## src/rtl/sequencer_pkg.sv

```systemverilog
`default_nettype none
// ============================================================================
// Module      : sequencer_pkg
// Description : Shared constants and types for the sequencer pattern store
//               and its playback reader.
// Revision    : 1.0 - initial release
// ============================================================================
package sequencer_pkg;

    localparam int NUM_STEPS = 16;
    localparam int PITCH_W   = 3;
    localparam int INDEX_W   = 4;
    localparam int BEATS_W   = NUM_STEPS * PITCH_W;

    // Pitch code 0 marks a silent step.
    localparam logic [PITCH_W-1:0] PITCH_REST = 3'd0;

    typedef enum logic [0:0] {
        IDLE = 1'b0,
        PLAY = 1'b1
    } player_state_t;

endpackage
`default_nettype wire

```

## src/rtl/sequencer_player_step_timer.sv

```systemverilog
`default_nettype none
// ============================================================================
// Module      : step_timer
// Description : Tempo divider for the sequencer player. Counts clk cycles
//               within a step and flags the last cycle of each step. The
//               step period is latched at every step entry so tempo changes
//               only apply from the following step.
// Revision    : 1.0 - initial release
// ============================================================================
module step_timer #(
    parameter int TICK_W = 24
) (
    input  logic              clk,
    input  logic              rst_n,
    input  logic              i_restart,
    input  logic              i_run,
    input  logic [TICK_W-1:0] i_ticks_per_step,
    output logic              o_terminal,
    output logic [TICK_W-1:0] o_tick_cnt,
    output logic [TICK_W-1:0] o_period
);

    localparam logic [TICK_W-1:0] c_one = TICK_W'(1);

    logic [TICK_W-1:0] r_tick_cnt;
    logic [TICK_W-1:0] r_period_q;
    logic              w_step;

    // Terminal only while running, so IDLE and a stop cycle never strobe.
    assign o_terminal = i_run && (r_tick_cnt == (r_period_q - c_one));
    assign w_step     = i_restart || o_terminal;
    assign o_tick_cnt = r_tick_cnt;
    assign o_period   = r_period_q;

    // Count cycles within the step; a zero tempo is clamped to one cycle.
    always_ff @(posedge clk or negedge rst_n) begin
        if (!rst_n) begin
            r_tick_cnt <= '0;
            r_period_q <= c_one;
        end else if (w_step) begin
            r_tick_cnt <= '0;
            r_period_q <= (i_ticks_per_step == '0) ? c_one : i_ticks_per_step;
        end else if (i_run) begin
            r_tick_cnt <= r_tick_cnt + c_one;
        end else begin
            r_tick_cnt <= '0;
        end
    end

endmodule
`default_nettype wire

```

## src/rtl/sequencer_player.sv

```systemverilog
`default_nettype none
// ============================================================================
// Module      : sequencer_player
// Description : Playback reader for the 16-step sequencer pattern. Walks the
//               beats vector at a programmable tempo and hands one note per
//               non-rest step to the tone generator over valid/ready.
//               Optional macro SEQUENCER_PLAYER_GATE_EN enables the note gate
//               output; otherwise o_gate is tied low.
// Revision    : 1.0 - initial release
// ============================================================================
module sequencer_player
    import sequencer_pkg::*;
#(
    parameter int TICK_W = 24
) (
    input  logic               clk,
    input  logic               rst_n,
    input  logic [BEATS_W-1:0] i_beats,
    input  logic               i_start,
    input  logic               i_stop,
    input  logic [TICK_W-1:0]  i_ticks_per_step,
    output logic               o_playing,
    output logic [INDEX_W-1:0] o_beat_index,
    output logic               o_step_strobe,
    output logic               o_note_valid,
    output logic [PITCH_W-1:0] o_note_pitch,
    input  logic               i_note_ready,
    output logic               o_overrun,
    output logic               o_gate
);

    player_state_t      r_state;
    player_state_t      w_state_nxt;

    logic [INDEX_W-1:0] r_beat_index;
    logic               r_step_strobe;
    logic               r_note_valid;
    logic [PITCH_W-1:0] r_note_pitch;
    logic               r_overrun;

    logic               w_take_start;
    logic               w_stop_play;
    logic               w_run;
    logic               w_terminal;
    logic               w_step_entry;
    logic [INDEX_W-1:0] w_next_index;
    logic [PITCH_W-1:0] w_pitch;
    logic               w_note_load;
    logic [TICK_W-1:0]  w_tick_cnt;
    logic [TICK_W-1:0]  w_period;

    // Stop always wins over a simultaneous start.
    assign w_take_start = i_start && !i_stop;
    assign w_stop_play  = (r_state == PLAY) && i_stop;
    assign w_run        = (r_state == PLAY) && !i_stop;
    assign w_step_entry = w_take_start || w_terminal;
    assign w_next_index = w_take_start ? '0 : (r_beat_index + INDEX_W'(1));
    assign w_pitch      = i_beats[w_next_index*PITCH_W +: PITCH_W];
    assign w_note_load  = w_step_entry && (w_pitch != PITCH_REST);

    step_timer #(
        .TICK_W (TICK_W)
    ) u_step_timer (
        .clk              (clk),
        .rst_n            (rst_n),
        .i_restart        (w_take_start),
        .i_run            (w_run),
        .i_ticks_per_step (i_ticks_per_step),
        .o_terminal       (w_terminal),
        .o_tick_cnt       (w_tick_cnt),
        .o_period         (w_period)
    );

    // Playback state register.
    always_ff @(posedge clk or negedge rst_n) begin
        if (!rst_n) begin
            r_state <= IDLE;
        end else begin
            r_state <= w_state_nxt;
        end
    end

    // Next-state decode: start enters (or restarts) play, stop returns to IDLE.
    always_comb begin
        w_state_nxt = r_state;
        case (r_state)
            IDLE:    if (w_take_start) w_state_nxt = PLAY;
            PLAY:    if (i_stop)       w_state_nxt = IDLE;
            default: w_state_nxt = IDLE;
        endcase
    end

    // Step index, strobe and note handshake; a new note always replaces the
    // pending one, and a transfer on the same edge as a load is not an overrun.
    always_ff @(posedge clk or negedge rst_n) begin
        if (!rst_n) begin
            r_beat_index  <= '0;
            r_step_strobe <= 1'b0;
            r_note_valid  <= 1'b0;
            r_note_pitch  <= '0;
            r_overrun     <= 1'b0;
        end else if (w_stop_play) begin
            r_beat_index  <= '0;
            r_step_strobe <= 1'b0;
            r_note_valid  <= 1'b0;
            r_overrun     <= 1'b0;
        end else begin
            r_step_strobe <= w_step_entry;
            r_overrun     <= w_note_load && r_note_valid && !i_note_ready;
            if (w_step_entry) begin
                r_beat_index <= w_next_index;
            end
            if (w_note_load) begin
                r_note_valid <= 1'b1;
                r_note_pitch <= w_pitch;
            end else if (r_note_valid && i_note_ready && (r_state == PLAY)) begin
                r_note_valid <= 1'b0;
            end
        end
    end

`ifdef SEQUENCER_PLAYER_GATE_EN
    logic r_note_step;

    // Remember whether the current step sounds a note; cleared outside play.
    always_ff @(posedge clk or negedge rst_n) begin
        if (!rst_n) begin
            r_note_step <= 1'b0;
        end else if (w_stop_play) begin
            r_note_step <= 1'b0;
        end else if (w_step_entry) begin
            r_note_step <= (w_pitch != PITCH_REST);
        end
    end

    // Gate drops for the final quarter of the step; short steps stay high.
    assign o_gate = (r_state == PLAY) && r_note_step &&
                    (w_tick_cnt < (w_period - (w_period >> 2)));
`else
    logic w_unused_gate;
    assign w_unused_gate = ^{w_tick_cnt, w_period};
    assign o_gate        = 1'b0;
`endif

    assign o_playing     = (r_state == PLAY);
    assign o_beat_index  = r_beat_index;
    assign o_step_strobe = r_step_strobe;
    assign o_note_valid  = r_note_valid;
    assign o_note_pitch  = r_note_pitch;
    assign o_overrun     = r_overrun;

endmodule
`default_nettype wire

```

## config.mk

```make
export PLATFORM = sky130hd
export DESIGN_NAME = sequencer_player
export DESIGN_NICKNAME = d
export VERILOG_FILES = /design/src/rtl/sequencer_pkg.sv /design/src/rtl/sequencer_player_step_timer.sv /design/src/rtl/sequencer_player.sv
export SDC_FILE = /design/constraint.sdc
export NUM_CORES = 1
export LEC_CHECK = 0
export CORE_UTILIZATION = 40
export CTS_CLUSTER_DIAMETER = 120
export DETAILED_ROUTE_END_ITERATION = 6
export PLACE_DENSITY_LB_ADDON = 0.05
export SLEW_MARGIN = 20
export SYNTH_ARGS = -nofsm -noshare
export SYNTH_HDL_FRONTEND = slang
export SYNTH_SLANG_ARGS = --single-unit
```

## constraint.sdc

```tcl
create_clock -name clk -period 2.9 [get_ports clk]
set_input_delay 0.58 -clock clk [delete_from_list [all_inputs] [get_ports clk]]
set_output_delay 0.58 -clock clk [all_outputs]
set_load 0.02 [all_outputs]
```

Word-level counts from Yosys, hierarchy flattened

Index checks and enable logic that the tools add are counted.

$add $sub $neg: 3
Multipliers: 1
Equal/unequal tests: 1
Shift-type cells: 1
Mux-type cells: 14
Bitwise logic cells: 2
Reduce and logical (&&, ||, !) cells: 17

Operators by type and width:

| operator                                            | number |
|---|---|
| two-way mux 24 bit                                  | 3 |
| indexed part select 48 x 7 -> 3 bit                 | 1 |
| adder 24 x 1 -> 24 bit (second input constant)      | 1 |
| == test 24 bit                                      | 1 |
| zero test 24 bit                                    | 1 |
| subtractor 24 x 1 -> 24 bit (second input constant) | 1 |
| two-way mux 4 bit                                   | 3 |
| logical AND 1 bit                                   | 9 |
| two-way mux 1 bit                                   | 7 |
| multiplier 4 x 2 -> 6 bit (second input constant)   | 1 |
| nonzero test 3 bit                                  | 2 |
| adder 4 x 1 -> 4 bit (second input constant)        | 1 |
| zero test 1 bit                                     | 2 |
| NOT 1 bit                                           | 2 |
| one-hot mux 1 bit (2 select lines)                  | 1 |
| AND reduction 2 bit                                 | 1 |
| nonzero test 2 bit                                  | 1 |
| logical OR 1 bit                                    | 1 |

Register bits after elaboration: 59
Bits of input ports: 77
Output and inout port bits: 12
Logic and storage cells: 47

Depth between registers and ports, before layout

Gate-level depths: netlist (run 1).

Word-level depth: 10
Depth in mapped cells: 11
Depth with buffers taken out: 10

Hierarchy

Synthesis (run 1) repeated with hierarchy kept, for this count alone.

Cells, all modules: 431
Area total of the unflattened synthesis: 4187.8 sq um

By module, submodules not included:

| module           | times used | cells an instance | area an instance (sq um) | sequential area each (sq um) |
|---|---|---|---|---|
| step_timer       | 1          | 296               | 2964.1                   | 1202.4 |
| sequencer_player | 1          | 135               | 1223.7                   | 275.3 |

Worst setup path before layout (run 1)

Ideal clock, no wire load.

Path type: register -> register
Start point: reg r_beat_index[0] (netlist: o_beat_index[0])
End point: reg r_note_pitch[0] (netlist: o_note_pitch[0])
Library setup time: 125 ps
Arrival: 2705 ps
Data required time: 2775 ps
Setup slack: 70 ps
Stages on the path, launching flop included: 9
Buffers on the path: 2
Clock period less this slack: 2830 ps
Path through: dfrtp_1 -> buf_1 -> buf_1 -> mux2_2 -> a221oi_1 -> nor2_1 -> a211o_1 -> o21bai_4 -> mux2_4

Longest elaborated chain between the ends: 7

RTL lines:

| item                                  | RTL line                | RTL |
|---|---|---|
| start: declaration                    | sequencer_player.sv:35  | `logic [INDEX_W-1:0] r_beat_index;` |
| start signal: assignment              | sequencer_player.sv:111 | `r_beat_index <= w_next_index;` |
| adder 4 x 1 -> 4 bit *                | sequencer_player.sv:57  | `assign w_next_index = w_take_start ? '0 : (r_beat_index + INDEX_W'(1));` |
| two-way mux 4 bit *                   | sequencer_player.sv:57  |  |
| multiplier 4 x 2 -> 6 bit *           | sequencer_player.sv:58  | `assign w_pitch = i_beats[w_next_index*PITCH_W +: PITCH_W];` |
| indexed part select 48 x 7 -> 3 bit * | sequencer_player.sv:58  |  |
| nonzero test 3 bit                    | sequencer_player.sv:59  | `assign w_note_load = w_step_entry && (w_pitch != PITCH_REST);` |
| logical AND 1 bit                     | sequencer_player.sv:59  |  |
| AND reduction 2 bit (no source line)  | --                      |  |
| end signal: assignment                | sequencer_player.sv:115 | `r_note_pitch <= w_pitch;` |
| end: declaration                      | sequencer_player.sv:38  | `logic [PITCH_W-1:0] r_note_pitch;` |

Every way passes the cells marked *; elsewhere a longest branch is shown, timed or not.
A chain may end at the register's enable or synchronous reset.

Final worst setup path (run 1)

Start point: reg u_step_timer.r_period_q[0] (netlist: u_step_timer.o_period[0])
End point: reg r_note_pitch[2] (netlist: o_note_pitch[2])

Longest elaborated chain between the ends: 6

RTL lines:

| item                                 | RTL line                          | RTL |
|---|---|---|
| start: declaration                   | sequencer_player_step_timer.sv:26 | `logic [TICK_W-1:0] r_period_q;` |
| start signal: assignment             | sequencer_player_step_timer.sv:39 | `r_period_q <= c_one;` |
| start signal: assignment             | sequencer_player_step_timer.sv:42 | `r_period_q <= (i_ticks_per_step == '0) ? c_one : i_ticks_per_step;` |
| subtractor 24 x 1 -> 24 bit          | sequencer_player_step_timer.sv:30 | `assign o_terminal = i_run && (r_tick_cnt == (r_period_q - c_one));` |
| == test 24 bit                       | sequencer_player_step_timer.sv:30 |  |
| logical AND 1 bit                    | sequencer_player_step_timer.sv:30 |  |
| logical OR 1 bit                     | sequencer_player.sv:56            | `assign w_step_entry = w_take_start \|\| w_terminal;` |
| logical AND 1 bit                    | sequencer_player.sv:59            |  |
| AND reduction 2 bit (no source line) | --                                |  |

Every way passes these cells.

==> results.py, run 1 <==
metrics = {
    "status": {
        "outcome": "finished, final reports clean",
    },
    "route": {
        "remaining_drc_errors": 0,
        "drtIter0Drc": 142,
        "detail_route.vias_per_cell": 5.30,
        "drt-pass1-iter-count": 4,
        "routed-via-count": 3565,
        "antenna_viol_nets_final": 0,
        "wl_per_cell_um": 15.8,
        "wl_um": 10600,
    },
    "global_routing": {
        "global_route_total_overflow": 0,
        "grt_first_pass_wirelength_um": 16700,
        "grt_pass1_vias": 3482,
        "antenna_found_initial": 0,
        "grt_max_degree": 29,
        "grt.total_usage_pct": 21.5,
    },
    "sta": {
        "clock_skew_after_layout_ns": 0.0126,
        "grt_setup_unrepaired": "yes",
        "fmax_mhz": 346,
        "max_slew_margin_pct": 56.1,
        "timing.final.crit_share_pct": 99.7,
        "timing.hold.ws_ns": 0.263,
        "final_max_slew_viol_count": 0,
        "tightestPinTransition_ns": 0.658,
        "setup_viol": 0,
        "layout_min_cycle_time_ns": 2.89,
        "final_hold_viol_count": 0,
        "finalSetupTns_ns": 0,
    },
    "clock_tree": {
        "cts_sinks": 59,
        "cts_tree": "yes",
        "clock_tree.htree_level_count": 3,
        "clockBufferDepth": 2,
        "ctsRootBufferMaster": "clkbuf_8",
        "cts-hold-fix-buffers": 0,
        "clk_transition_reported_paths_ns": 0.07,
        "tritoncts.num_buffers": 9,
        "clock_latency_ns": 0.34,
    },
    "yosys": {
        "synth_compound_gate_area_share_pct": 11.0,
        "synth_async_sr_flop_share_pct": 100,
        "synthDistinctLibCells": 64,
        "synth_area_leader_cell": "dfrtp_1",
        "mean_cell_area_of_the_mapped_netlist_um2": 9.70,
        "synth_nets": 483,
        "synth_seq_cells": 59,
        "post_synth_main_area_contributors": "dfrtp_1, xnor2_1, mux2_1",
        "synth_simple_gate_area_share_pct": 21.7,
        "ys.flop_type": "dfrtp_1",
        "synth_top_cell_area_share_pct": 37.1,
        "main_combinational_cell_family_by_area_after_synthesis": "simple AND/OR/NAND/NOR gates",
        "synth-edff-count": 0,
        "cell_count_after_synthesis": 403,
        "synth_warnings": 0,
        "synth_sequential_area_ratio_pct": 37.8,
        "synth.mux.area_fraction_pct": 11.9,
        "post_synth_instance_area_mm2": 0.00391,
        "post_synth_fa_ha_maj_area_fraction_pct": 0.960,
        "synth_xor_xnor_area_share_pct": 13.2,
    },
    "die": {
        "initial_utilization_pct": 41.7,
        "die_y_um": 101,
        "ios": 89,
        "chipWidth_um": 101,
        "dieArea_mm2": 0.0102,
        "core.rowCount": 35,
        "core_box_area_mm2": 0.00937,
    },
    "setup_path": {
        "critical_path.reg2reg.startpoint": "u_step_timer.o_period[0]$_DFFE_PN1N_",
        "worstPathArrival_ns": 3.11,
        "critical-path-slowest-cell": "dfstp_2",
        "worstSetupStartpointType": "flop",
        "critical-path-max-stage-delay_ns": 0.54,
        "rr_worst_depth": 11,
        "timing.reg2reg.setup_slack_ns": 0.008,
        "critical-path-top-delay-family": "compound AO/OA/AOI/OAI gates",
        "path_buf_inv": 2,
        "cp-end-kind": "flop",
        "cp_cell_sequence": "inv_2, ha_4, buf_6, nor2b_4, or3_4, a31o_4, a2111oi_4, and3_4, a31oi_4, o21bai_4, mux2_4",
        "worst_r2r_endpoint": "o_note_pitch[2]$_DFFE_PN0P_",
        "largest_fanout_of_any_net_on_the_critical_path": 5,
        "worst-endpoint-required_ns": 3.12,
        "worst-setup-path-type": "reg -> reg",
    },
    "power": {
        "worst_vdd_ir_mv": 0.272,
        "power.leakage_uw": 0.00227,
        "pwr_density_cell_mw_per_mm2": 416,
    },
    "placed_design": {
        "replace_congestion": 0.841,
        "io_buffers": 87,
        "hpwlAfterDp_um": 8450,
        "numPlacedInstances": 657,
    },
    "hold_path": {
        "tightest_hold_check_type": "in -> async",
    },
    "cells_and_area": {
        "utilization_pct": 59.7,
        "fill_cells": 887,
        "layout_stage_area_growth_over_the_synthesis_result_pct": 43.2,
        "drive_gt1_share_pct": 21.0,
        "n_antenna_cell": 0,
        "layout.nets": 620,
        "finalNonFillerCells": 673,
    },
    "flow_run": {
        "max-cap-violations": 0,
    },
}
==> worst reg2reg max path, stage by stage, from the launching register on <==
cell	delay, ns
dfstp_2	0.54
inv_2	0.05
ha_4	0.16
buf_6	0.11
nor2b_4	0.11
or3_4	0.33
a31o_4	0.24
a2111oi_4	0.34
and3_4	0.26
a31oi_4	0.13
o21bai_4	0.22
mux2_4	0.30
==> layer usage <==
layer / vias up / share of wire [%] / global-route usage [%] / routed length [um]
met5: - / 0 / 0 / 0
met4: 0 / 1.6 / 7.02 / 168
met3: 14 / 4.6 / 4.44 / 492
met2: 90 / 48 / 35.0 / 5070
met1: 1731 / 46 / 28.7 / 4910
li1: 1730 / - / - / -
==> cells by family (layout without fill, tap and decap cells) <==
kind of cell	Yosys count	count (layout)
compound gates	56	56
xor+xnor	59	59
fa+ha+maj	3	3
buf+inv	28	169
flops	59	59
mux	39	39
other cells	1	1
simple gates	158	158
==> synth_stat cells, drive strengths merged (11+ instances only) <==
cell and count:
nor4 13, nor2b 12, o21ai 12, and3 11
dfrtp 58, xor2 27, nor2 47, nand2 18
xnor2 32, nand3 18, mux2 33
==> per-stage QoR <==
stage / area, um^2 / power (uW) / worst slack (ns)
after floorplan: 3910 / 1250 / 0.0703
after global placement: 5270 / 1550 / -0.156
after detailed placement: 5270 / 1560 / -0.198
after CTS: 5490 / 2320 / -0.0328
after global routing: 5600 / 2450 / -0.0936
final: 5600 / 2330 / 0.00769
==> area by class of cell <==
cell class | instances | area (um^2) | area share (%)
multi-input cells | 316 | 2410 | 43.1
flip-flops and latches | 59 | 1480 | 26.4
repair buffers | 144 | 1320 | 23.5
well taps | 129 | 161 | 2.88
clock buffers | 11 | 141 | 2.53
clock inverters | 4 | 51.3 | 0.916
inverters | 10 | 37.5 | 0.670
==> how the worst max path moves through the flow <==
| stage | depth (start not counted) | endpoint | from | slack [ns] |
|---|---|---|---|---|
| final | 11 | o_note_pitch[2]$_DFFE_PN0P_ | u_step_timer.o_period[0]$_DFFE_PN1N_ | 0.008 |
| after detailed placement | 11 | o_note_pitch[0]$_DFFE_PN0P_ | i_stop | -0.20 |
| after global routing | 11 | o_note_pitch[2]$_DFFE_PN0P_ | u_step_timer.o_period[0]$_DFFE_PN1N_ | -0.09 |
| after floorplan | 8 | o_note_pitch[0]$_DFFE_PN0P_ | o_beat_index[0]$_DFFE_PN0P_ | 0.07 |
| after global placement | 11 | o_note_pitch[0]$_DFFE_PN0P_ | i_stop | -0.16 |
| after CTS | 11 | u_step_timer.o_period[18]$_DFFE_PN0N_ | u_step_timer.o_period[0]$_DFFE_PN1N_ | -0.03 |
==> power by group <==
part	leakage, uW	switching, uW	internal (uW)	total, uW
Combinational	0.00142	263	352	615
Clock	0.0000954	332	416	747
Sequential	0.000758	77.0	889	966
==> repair_timing <==
action	CTS	global route
endpoints found under the setup margin	28	43
pin swaps	1	7
gates resized for setup	5	23
setup buffers	0	1
==> sequential cells by signal, summed over array words and instances (netlist names) <==
name / flops
o_beat_index: 4
o_note_pitch: 3
o_note_valid: 1
o_overrun: 1
o_playing: 1
o_step_strobe: 1
u_step_timer.o_period: 24
u_step_timer.o_tick_cnt: 24
==> placed cells by master, fill, tap and decap left out, types with 11 or more instances in the layout <==
cell type	count
buf_4	52
clkdlybuf4s50_1	86
dfrtp_1	58
mux2_1	18
nand2_1	18
nand3_1	17
nor2_1	46
o21ai_0	11
xnor2_1	32
xor2_1	27
No activity file was read; power rests on OpenSTA's default activity.
==> run 2, diff against run 1 <==
--- a/config.mk
+++ b/config.mk
@@ -6,7 +6,6 @@
 export NUM_CORES = 1
 export LEC_CHECK = 0
 export CORE_UTILIZATION = 40
-export CTS_CLUSTER_DIAMETER = 120
 export DETAILED_ROUTE_END_ITERATION = 6
 export PLACE_DENSITY_LB_ADDON = 0.05
 export SLEW_MARGIN = 20
==> results of run 2 <==
Final layout, timing and power as in run 1 (identical DEF).
==> run 3, diff against run 2 <==
--- a/config.mk
+++ b/config.mk
@@ -5,6 +5,7 @@
 export SDC_FILE = /design/constraint.sdc
 export NUM_CORES = 1
 export LEC_CHECK = 0
+export ABC_CLOCK_PERIOD_IN_PS = 2900
 export CORE_UTILIZATION = 40
 export DETAILED_ROUTE_END_ITERATION = 6
 export PLACE_DENSITY_LB_ADDON = 0.05
==> results of run 3 <==
Final layout, timing and power as in run 1 (identical DEF).
==> patch: new RTL, settings of run 3 <==
Build with the macro `SEQUENCER_PLAYER_GATE_EN` defined.
--- a/src/rtl/sequencer_player.sv
+++ b/src/rtl/sequencer_player.sv
@@ -8,6 +8,8 @@
 //               output; otherwise o_gate is tied low.
 // Revision    : 1.0 - initial release
 // ============================================================================
+`define SEQUENCER_PLAYER_GATE_EN
+
 module sequencer_player
     import sequencer_pkg::*;
 #(
Formal check against the unedited RTL: not equivalent (a bounded check fails within 4 cycles, from zero or initial values and one cycle with rst_n low).
==> patch against run 3 <==
  * The flow now finishes with violations (setup timing)
  * Combinational power rose to 3.8 times the old value
  * Routed wire length rose by 81%
  * Die area rose by 51%
  * Power rose by 85%
  * Via count rose by 73%
  * Area after synthesis rose by 53%
  * Global-route usage rose by 4.2 points
  * Setup slack got worse by 2000 ps
  * Design area rose by 69%
  * Sequential cell count rose by 1
  * Hold slack improved by 5.6 ps
  * Critical endpoint is now o_gate
  * Largest power group is now combinational cells
==> patch: results (changes against run 3) <==
reg2reg_from: "u_step_timer.o_period[5]$_DFFE_PN0N_"  # was u_step_timer.o_period[0]$_DFFE_PN1N_
max_stage_delay_ps: 380  # was 540 ps
fin_skew_ps: 11.1  # was 12.6 ps
violations: "setup timing"
grt_max_degree: 37  # was 29
critPathCapture: "o_gate"  # was o_note_pitch[2]$_DFFE_PN0P_
synth_compound_area_frac: 0.173  # was 0.110
clk_latency_ps: 340  # about the same
synthAdderAreaFrac: 0.104  # was 0.00960
drive_above_1_share: 0.349  # was 0.210
post_cts_buffers: 20  # was 0
muxShareOfSynthArea: 0.0973  # was 0.119
pre_cts_ws_ps: -2420  # was -198 ps
synth_fp_nets: 814  # was 483
cp_max_fo: 2  # was 5
netlist_top_cells_count: "59 x dfrtp_1, 48 x ha_1, 41 x a21oi_1, 40 x nand2_1, 38 x nor2_1"  # was 58 x dfrtp_1, 47 x nor2_1, 32 x xnor2_1, 27 x xor2_1, 22 x mux2_1
crit_family: "compound AO/OA/AOI/OAI gates"  # unchanged
fillCellCount: 1200  # was 887
finalSetupTns_ps: -12470  # was 0 ps
place_area_sq_um: 8200  # was 5270 sq um
via_per_inst: 5.49  # was 5.30
gp_congestion: 0.890  # was 0.841
grt_pass1_wl_um: 30300  # was 16700 um
ctsResizeCount: 86  # was 5
met1_usage: 0.317  # was 0.287
power_mw: 4.30  # was 2.33 mW
grt_pass1_vias: 6294  # was 3482
peakVddDrop_uv: 380  # was 272 uV
cts-root-buf: "clkbuf_16"  # was clkbuf_8
combPwrFrac: 0.541  # was 0.264
grtUsageMet3: 0.0536  # was 0.0444
port_buffers: 88  # was 87
num_antenna_cells: 0  # unchanged
antenna_left: 0  # unchanged
gr-usage-met2: 0.454  # was 0.350
dpl.hpwl_um: 14500  # was 8450 um
p_seq_frac: 0.227  # was 0.415
fin_nets: 1062  # was 620
wl_um: 19300  # was 10600 um
timing.rr.end: "u_step_timer.o_period[13]$_DFFE_PN0N_"  # was o_note_pitch[2]$_DFFE_PN0P_
syn_inst: 688  # was 403
outcome: "finished with violations"  # was finished, final reports clean
track_usage: 0.257  # was 0.215
tightest_slew_ps: 670  # was 658 ps
layout_setup_ws_ps: -1960  # was 7.69 ps
r2r_slack_ps: -280  # was 8 ps
syn_area_sq_um: 5970  # was 3910 sq um
drt_iter0_drc: 250  # was 142
synth.area.top_cells: "dfrtp_1 25%, ha_1 10%, mux2_4 5.5%"  # was dfrtp_1 37%, xnor2_1 7.2%, mux2_1 6.3%
wl_met3_um: 921  # was 492 um
power.internal_mw: 2.71  # was 1.66 mW
setup_viol: 51  # was 0
clk_pin_slew_worst_paths_ps: 50  # was 70 ps
synth_cell_types: 66  # was 64
met2_length_um: 9420  # was 5070 um
dr.pass1.iters: 4  # unchanged
-- patch: layout make-up --
cell class	instances	area, sq um	area share
multi-input combinational	557	4860	0.514
timing repair buffer	273	2460	0.260
sequential	60	1510	0.159
clock buffer	14	254	0.0269
tap	184	230	0.0243
inverter	35	139	0.0147
clock inverter	2	10.0	0.00106
-- patch: how the worst min path moves through the flow --
stage | startpoint | end | slack [ps] | cells after the start
2_1_floorplan | rst_n | o_beat_index[0]$_DFFE_PN0P_ | 280 | 0
3_3_place_gp | o_note_valid$_DFFE_PN0P_ | o_note_valid$_DFFE_PN0P_ | 480 | 2
3_5_place_dp | o_note_valid$_DFFE_PN0P_ | o_note_valid$_DFFE_PN0P_ | 500 | 2
4_1_cts | rst_n | u_step_timer.o_period[23]$_DFFE_PN0N_ | 290 | 1
5_1_grt | rst_n | o_overrun$_DFF_PN0_ | 320 | 1
6_report | rst_n | u_step_timer.o_period[23]$_DFFE_PN0N_ | 270 | 1
